### src/rtl/request_unit_if.sv
// Signal bundle between the request unit, the control unit decode and the
// instruction/data memory ports. The request unit connects through the master modport.
interface request_unit_if;
    logic        cu_dREN;
    logic        cu_dWEN;
    logic        cu_datomic;
    logic        cu_halt;
    logic [31:0] dmemaddr;
    logic [31:0] dmemstore;
    logic        iREN;
    logic        imemaddr_ack;
    logic        ihit;
    logic [31:0] imemload;
    logic        dREN;
    logic        dWEN;
    logic [31:0] daddr;
    logic [31:0] dstore;
    logic        dhit;
    logic [31:0] dmemload;
    logic [31:0] instr;
    logic [31:0] ld_data;
    logic        adv;
    logic        halt;

    modport master (
        input  cu_dREN, cu_dWEN, cu_datomic, cu_halt, dmemaddr, dmemstore,
        input  imemaddr_ack, ihit, imemload, dhit, dmemload,
        output iREN, dREN, dWEN, daddr, dstore, instr, ld_data, adv, halt
    );

    modport slave (
        output cu_dREN, cu_dWEN, cu_datomic, cu_halt, dmemaddr, dmemstore,
        output imemaddr_ack, ihit, imemload, dhit, dmemload,
        input  iREN, dREN, dWEN, daddr, dstore, instr, ld_data, adv, halt
    );
endinterface

### src/rtl/request_unit.sv
// Multicycle fetch/execute/data sequencer with a local LL/SC link register.
// Atomicity is resolved here; memory only ever sees plain reads and writes.
module request_unit (
    input  logic          CLK,
    input  logic          RST,
    request_unit_if.master bus
);
    typedef enum logic [1:0] {FETCH, EXEC, DATA, HALT} state_t;

    state_t      state_q, state_d;
    logic [31:0] instr_q, instr_d;
    logic [31:0] ldData_q, ldData_d;
    logic [31:0] daddr_q, daddr_d;
    logic [31:0] dstore_q, dstore_d;
    logic        opWrite_q, opWrite_d;
    logic        opAtomic_q, opAtomic_d;
    logic        linkValid_q, linkValid_d;
    logic [31:0] linkAddr_q, linkAddr_d;
    logic        advData_q, advData_d;
    logic        advExec;
    logic        scFail;
    logic        unusedAck;

    assign unusedAck = bus.imemaddr_ack;

    // A store-conditional with the write bit set wins over any read decode.
    assign scFail = bus.cu_dWEN && bus.cu_datomic &&
                    !(linkValid_q && (linkAddr_q == bus.dmemaddr));

    always_ff @(posedge CLK or posedge RST) begin
        if (RST) begin
            state_q     <= FETCH;
            instr_q     <= '0;
            ldData_q    <= '0;
            daddr_q     <= '0;
            dstore_q    <= '0;
            opWrite_q   <= 1'b0;
            opAtomic_q  <= 1'b0;
            linkValid_q <= 1'b0;
            linkAddr_q  <= '0;
            advData_q   <= 1'b0;
        end else begin
            state_q     <= state_d;
            instr_q     <= instr_d;
            ldData_q    <= ldData_d;
            daddr_q     <= daddr_d;
            dstore_q    <= dstore_d;
            opWrite_q   <= opWrite_d;
            opAtomic_q  <= opAtomic_d;
            linkValid_q <= linkValid_d;
            linkAddr_q  <= linkAddr_d;
            advData_q   <= advData_d;
        end
    end

    always_comb begin
        state_d     = state_q;
        instr_d     = instr_q;
        ldData_d    = ldData_q;
        daddr_d     = daddr_q;
        dstore_d    = dstore_q;
        opWrite_d   = opWrite_q;
        opAtomic_d  = opAtomic_q;
        linkValid_d = linkValid_q;
        linkAddr_d  = linkAddr_q;
        advData_d   = 1'b0;
        advExec     = 1'b0;
        case (state_q)
            FETCH: begin
                if (bus.ihit) begin
                    instr_d = bus.imemload;
                    state_d = EXEC;
                end
            end
            EXEC: begin
                if (bus.cu_halt) begin
                    state_d = HALT;
                end else if (scFail) begin
                    ldData_d    = '0;
                    linkValid_d = 1'b0;
                    advExec     = 1'b1;
                    state_d     = FETCH;
                end else if (bus.cu_dWEN || bus.cu_dREN) begin
                    opWrite_d  = bus.cu_dWEN;
                    opAtomic_d = bus.cu_datomic;
                    daddr_d    = bus.dmemaddr;
                    dstore_d   = bus.dmemstore;
                    state_d    = DATA;
                end else begin
                    advExec = 1'b1;
                    state_d = FETCH;
                end
            end
            DATA: begin
                // The data-side advance is registered so ld_data is already valid when adv rises.
                if (bus.dhit) begin
                    advData_d = 1'b1;
                    state_d   = FETCH;
                    if (opWrite_q) begin
                        if (opAtomic_q) begin
                            ldData_d    = 32'd1;
                            linkValid_d = 1'b0;
                        end else if (daddr_q == linkAddr_q) begin
                            linkValid_d = 1'b0;
                        end
                    end else begin
                        ldData_d = bus.dmemload;
                        if (opAtomic_q) begin
                            linkValid_d = 1'b1;
                            linkAddr_d  = daddr_q;
                        end
                    end
                end
            end
            HALT: begin
                state_d = HALT;
            end
            default: begin
                state_d = FETCH;
            end
        endcase
    end

    assign bus.iREN    = (state_q == FETCH);
    assign bus.dREN    = (state_q == DATA) && !opWrite_q;
    assign bus.dWEN    = (state_q == DATA) && opWrite_q;
    assign bus.halt    = (state_q == HALT);
    assign bus.adv     = advExec || advData_q;
    assign bus.instr   = instr_q;
    assign bus.ld_data = ldData_q;
    assign bus.daddr   = daddr_q;
    assign bus.dstore  = dstore_q;
endmodule

### src/flat_wrapper.sv
// flat-port wrapper written by rule: the top's interface ports become plain ports
module request_unit_flat 
  (CLK, RST, bus_cu_dREN, bus_cu_dWEN, bus_cu_datomic, bus_cu_halt, bus_dmemaddr, bus_dmemstore, bus_imemaddr_ack, bus_ihit, bus_imemload, bus_dhit, bus_dmemload, bus_iREN, bus_dREN, bus_dWEN, bus_daddr, bus_dstore, bus_instr, bus_ld_data, bus_adv, bus_halt);
  request_unit_if bus_i ();
  input  logic CLK;
  input  logic RST;
  input wire logic [$bits(bus_i.cu_dREN)-1:0] bus_cu_dREN;
  input wire logic [$bits(bus_i.cu_dWEN)-1:0] bus_cu_dWEN;
  input wire logic [$bits(bus_i.cu_datomic)-1:0] bus_cu_datomic;
  input wire logic [$bits(bus_i.cu_halt)-1:0] bus_cu_halt;
  input wire logic [$bits(bus_i.dmemaddr)-1:0] bus_dmemaddr;
  input wire logic [$bits(bus_i.dmemstore)-1:0] bus_dmemstore;
  input wire logic [$bits(bus_i.imemaddr_ack)-1:0] bus_imemaddr_ack;
  input wire logic [$bits(bus_i.ihit)-1:0] bus_ihit;
  input wire logic [$bits(bus_i.imemload)-1:0] bus_imemload;
  input wire logic [$bits(bus_i.dhit)-1:0] bus_dhit;
  input wire logic [$bits(bus_i.dmemload)-1:0] bus_dmemload;
  output wire logic [$bits(bus_i.iREN)-1:0] bus_iREN;
  output wire logic [$bits(bus_i.dREN)-1:0] bus_dREN;
  output wire logic [$bits(bus_i.dWEN)-1:0] bus_dWEN;
  output wire logic [$bits(bus_i.daddr)-1:0] bus_daddr;
  output wire logic [$bits(bus_i.dstore)-1:0] bus_dstore;
  output wire logic [$bits(bus_i.instr)-1:0] bus_instr;
  output wire logic [$bits(bus_i.ld_data)-1:0] bus_ld_data;
  output wire logic [$bits(bus_i.adv)-1:0] bus_adv;
  output wire logic [$bits(bus_i.halt)-1:0] bus_halt;
  assign bus_i.cu_dREN = bus_cu_dREN;
  assign bus_i.cu_dWEN = bus_cu_dWEN;
  assign bus_i.cu_datomic = bus_cu_datomic;
  assign bus_i.cu_halt = bus_cu_halt;
  assign bus_i.dmemaddr = bus_dmemaddr;
  assign bus_i.dmemstore = bus_dmemstore;
  assign bus_i.imemaddr_ack = bus_imemaddr_ack;
  assign bus_i.ihit = bus_ihit;
  assign bus_i.imemload = bus_imemload;
  assign bus_i.dhit = bus_dhit;
  assign bus_i.dmemload = bus_dmemload;
  assign bus_iREN = bus_i.iREN;
  assign bus_dREN = bus_i.dREN;
  assign bus_dWEN = bus_i.dWEN;
  assign bus_daddr = bus_i.daddr;
  assign bus_dstore = bus_i.dstore;
  assign bus_instr = bus_i.instr;
  assign bus_ld_data = bus_i.ld_data;
  assign bus_adv = bus_i.adv;
  assign bus_halt = bus_i.halt;
  request_unit u_core (.CLK(CLK), .RST(RST), .bus(bus_i));
endmodule
### config.mk
export PLATFORM = sky130hd
export DESIGN_NAME = request_unit_flat
export DESIGN_NICKNAME = d
export VERILOG_FILES = /design/src/rtl/request_unit_if.sv /design/src/rtl/request_unit.sv /design/src/flat_wrapper.sv
export SDC_FILE = /design/constraint.sdc
export NUM_CORES = 1
export LEC_CHECK = 0
export BUFFER_PORTS_ARGS = -buffer_cell sky130_fd_sc_hd__buf_2
export CAP_MARGIN = 20
export CORE_UTILIZATION = 45
export CTS_CLUSTER_DIAMETER = 40
export DETAILED_ROUTE_END_ITERATION = 7
export GPL_TIMING_DRIVEN = 1
export HOLD_SLACK_MARGIN = 0.02
export PLACE_DENSITY_LB_ADDON = 0.25
export SKIP_LAST_GASP = 1
export SLEW_MARGIN = 10
export SYNTH_ARGS = -nofsm -noshare
export SYNTH_HDL_FRONTEND = slang
export SYNTH_SLANG_ARGS = --single-unit
### constraint.sdc
create_clock -name CLK -period 11.1 [get_ports CLK]
set_input_delay 1.11 -clock CLK [delete_from_list [all_inputs] [get_ports CLK]]
set_output_delay 1.11 -clock CLK [all_outputs]
set_load 0.01 [all_outputs]
==> out/metrics.yaml <==
status: "complete, no violations"
drv_slew: 0
end_kind: "output port"
syn_area_per_cell_sq_um: 10.0
synth_enable_flop_cells: 0
layout_min_cycle_time_ps: 4650
p_total_mw: 2.51
worstMarginPinSlew_ps: 988
synth_flop_cell: "dfrtp_1"
multi_input_area_sq_mm: 0.00464
setup_violations: 0
cts-root-buf: "clkbuf_16"
yosys_warnings: 0
cts.path.max_buffers: 2
cp.required_ps: 9990
gp_congestion: 0.798
setup-tns-final_ps: 0
powerDensity_mw_per_mm2: 223
path_common_cell: "buf_2"
cpMaxStageDelayCell: "or4_1"
synth_cell_types: 40
async_flop_share: 1.00
synth_seq_area_share: 0.452
worstHoldStart: "u_core.bus.instr[13]$_DFFE_PP0P_"
synth_cells: 918
via_per_inst: 6.05
syn_nets: 1055
ff2ff_setup_slack_ps: 8040
crit_fanout: 34
start_util: 0.466
antenna_found_initial: 2
timing.final.crit_share: 0.419
max_slew_margin: 0.339
worstSetupPathType: "input pin to output port"
start_kind: "input pin"
grt_pass1_vias: 8092
dr.pass1.iters: 7
arrival_ps: 3540
drive_above_1_share: 0.287
nFillCells: 1729
boundaryPins: 270
drt-initial-drc-count: 646
ys_seq_elements: 166
cts_tree: "yes"
path_clk_slew_ps: 70
area_growth_pct: 22.2
r2r-start: "u_core.linkAddr_q[2]$_DFFE_PP0P_"
vias: 8480
clock.fmax_mhz: 215
post_cts_resized: 0
irDropWorstVdd_mv: 0.131
rsz0062_at_grt: "no"
hpwlAfterDp_microns: 16900
hold_depth: 1
syn_area_sq_mm: 0.00919
hold_ws_ps: 479
r2r-end: "u_core.bus.daddr[28]$_DFFE_PP0P_"
final_nets: 1260
clock_skew_ps: 12.7
row_count: 51
whs_endpoint: "u_core.bus.instr[13]$_DFFE_PP0P_"
leakage_nw: 5.01
cts_hold_buf: 0
fp.dieArea_sq_mm: 0.0210
htree_levels: 4
routed_wl_microns: 27900
clk-insertion-delay-late_ps: 430
hold_viol_final: 0
cpPeakStageDelay_ps: 550
ant_nets: 0
drcViolationCount: 0
dieHeight_microns: 145
grt_pass1_wl_microns: 43300
grt_usage: 0.266
cts_buffers: 17
crit_path_cell_trace: "buf_2, xor2_1, nor4_1, nand4_1, or4_1, buf_4, a221o_1, buf_2"
min_path_type: "register to register"
die_w_microns: 145
r2r_cells: 7
max-cap-violations: 0
post_drt_wl_per_cell_microns: 19.9
cts_setup_buffers: 0
grt_max_degree: 130
grt_overflow_total: 0
port_buffers: 268
core_area_sq_mm: 0.0197
final-seq-area_sq_mm: 0.00415
clock_sinks: 166
[critical path, delay by kind of cell]
| kind | cells | cell delay (ps) |
|---|---|---|
| simple gates | 3 | 1360 |
| buf+inv | 3 | 530 |
| compound gates | 1 | 370 |
| xor+xnor | 1 | 160 |
[area by class of cell]
class	instances	share of cell area
antenna	2	0.000446
clock buffer	17	0.0379
clock inverter	14	0.0145
inverter	4	0.00178
multi-input combinational	648	0.413
sequential	166	0.370
tap	265	0.0295
timing repair buffer	286	0.133
[placed cells by master, fill, tap and decap left out, types with 2 or more instances in the layout]
cell type   netlist  layout
and3_1          128     128
dfrtp_1         166     166
nand2_1          68      67
mux2_1           64      64
nand2b_1          4       4
xor2_1           63      63
inv_1             4       3
a22oi_1          31      31
inv_8             0       3
or4_1             2       2
nor2_1            9       7
diode_2           0       2
o31ai_1           2       2
a221oi_1         64      64
nor3_1            3       3
nor4_1           16      16
buf_4             1      17
o311ai_1         67      67
o21ai_1          67      65
bufinv_16         0       2
a21oi_1          34      34
o21ai_0           2       2
nor3b_1           2       2
clkinv_2          0       2
buf_2             5     268
clkinvlp_4        0       2
inv_6             0       5
clkbuf_16         0      17
nand4_1           4       4
and2_1            3       3
[synth_stat cells, drive strengths merged, types with 2 or more instances]
cell / count / area share
nand2b: 4 / 0.0027
o31ai: 2 / 0.0016
nand4: 4 / 0.0027
xor2: 63 / 0.060
inv: 4 / 0.0016
mux2: 64 / 0.078
nor3: 3 / 0.0016
and2: 3 / 0.0020
dfrtp: 166 / 0.45
a22oi: 31 / 0.025
nand2: 68 / 0.028
buf: 19 / 0.012
nor2: 9 / 0.0037
o21ai: 69 / 0.038
a21oi: 34 / 0.019
o311ai: 67 / 0.064
nand3: 2 / 0.0011
a221oi: 64 / 0.061
clkbuf: 81 / 0.033
and3: 128 / 0.087
nor4: 16 / 0.011
or4: 2 / 0.0016
nor3b: 2 / 0.0016
[sequential cells by signal (all words and copies together), names as in the netlist]
signal / count
u_core.opAtomic_q: 1
u_core.advData_q: 1
u_core.bus.ld_data: 32
u_core.bus.daddr: 32
u_core.linkValid_q: 1
u_core.linkAddr_q: 32
u_core.bus.instr: 32
u_core.bus.dstore: 32
u_core.state_q: 2
u_core.opWrite_q: 1
[worst max-delay path by stage]
stage	end	from	cells past startpoint	slack, ps
final	bus_adv	bus_dmemaddr[2]	8	6450
after global routing	bus_adv	bus_dmemaddr[5]	8	6400
after CTS	bus_adv	bus_dmemaddr[2]	8	6450
after detailed placement	bus_adv	bus_dmemaddr[2]	8	6450
after global placement	bus_adv	bus_dmemaddr[2]	8	6450
after floorplan	u_core.advData_q$_DFF_PP0_	RST	1	5500
[stage by stage]
stage	utilization	instance area [sq um]	worst slack, ps	instances
final	0.569	11200	6450	1402
after floorplan	-	9190	5500	918
after global placement	0.538	10600	6450	1368
after CTS	0.568	11200	6450	1399
after global routing	0.569	11200	6400	1401
after detailed placement	0.538	10600	6450	1368
[cell families after synthesis]
| kind of cell | Yosys count | synth area share |
|---|---|---|
| AO/OA/AOI/OAI | 273 | 0.213 |
| XOR/XNOR | 64 | 0.0610 |
| buffers and inverters | 104 | 0.0469 |
| flip-flops | 166 | 0.452 |
| multiplexers | 64 | 0.0785 |
| AND/OR/NAND/NOR | 247 | 0.148 |
[layer usage]
metal,wire [microns],share of wire,vias up,global-route usage
met4,575,0.021,0,0.0947
met3,2070,0.074,35,0.0684
met5,0,0,-,0
met2,13300,0.47,358,0.431
met1,12000,0.43,4147,0.343
li1,-,-,3940,-
[where the power goes]
group,internal (mW),total [mW],switching (mW)
logic,0.420,0.898,0.479
registers,0.829,1.01,0.177
clock network,0.337,0.603,0.266
Power figures use the tool's default switching activity.
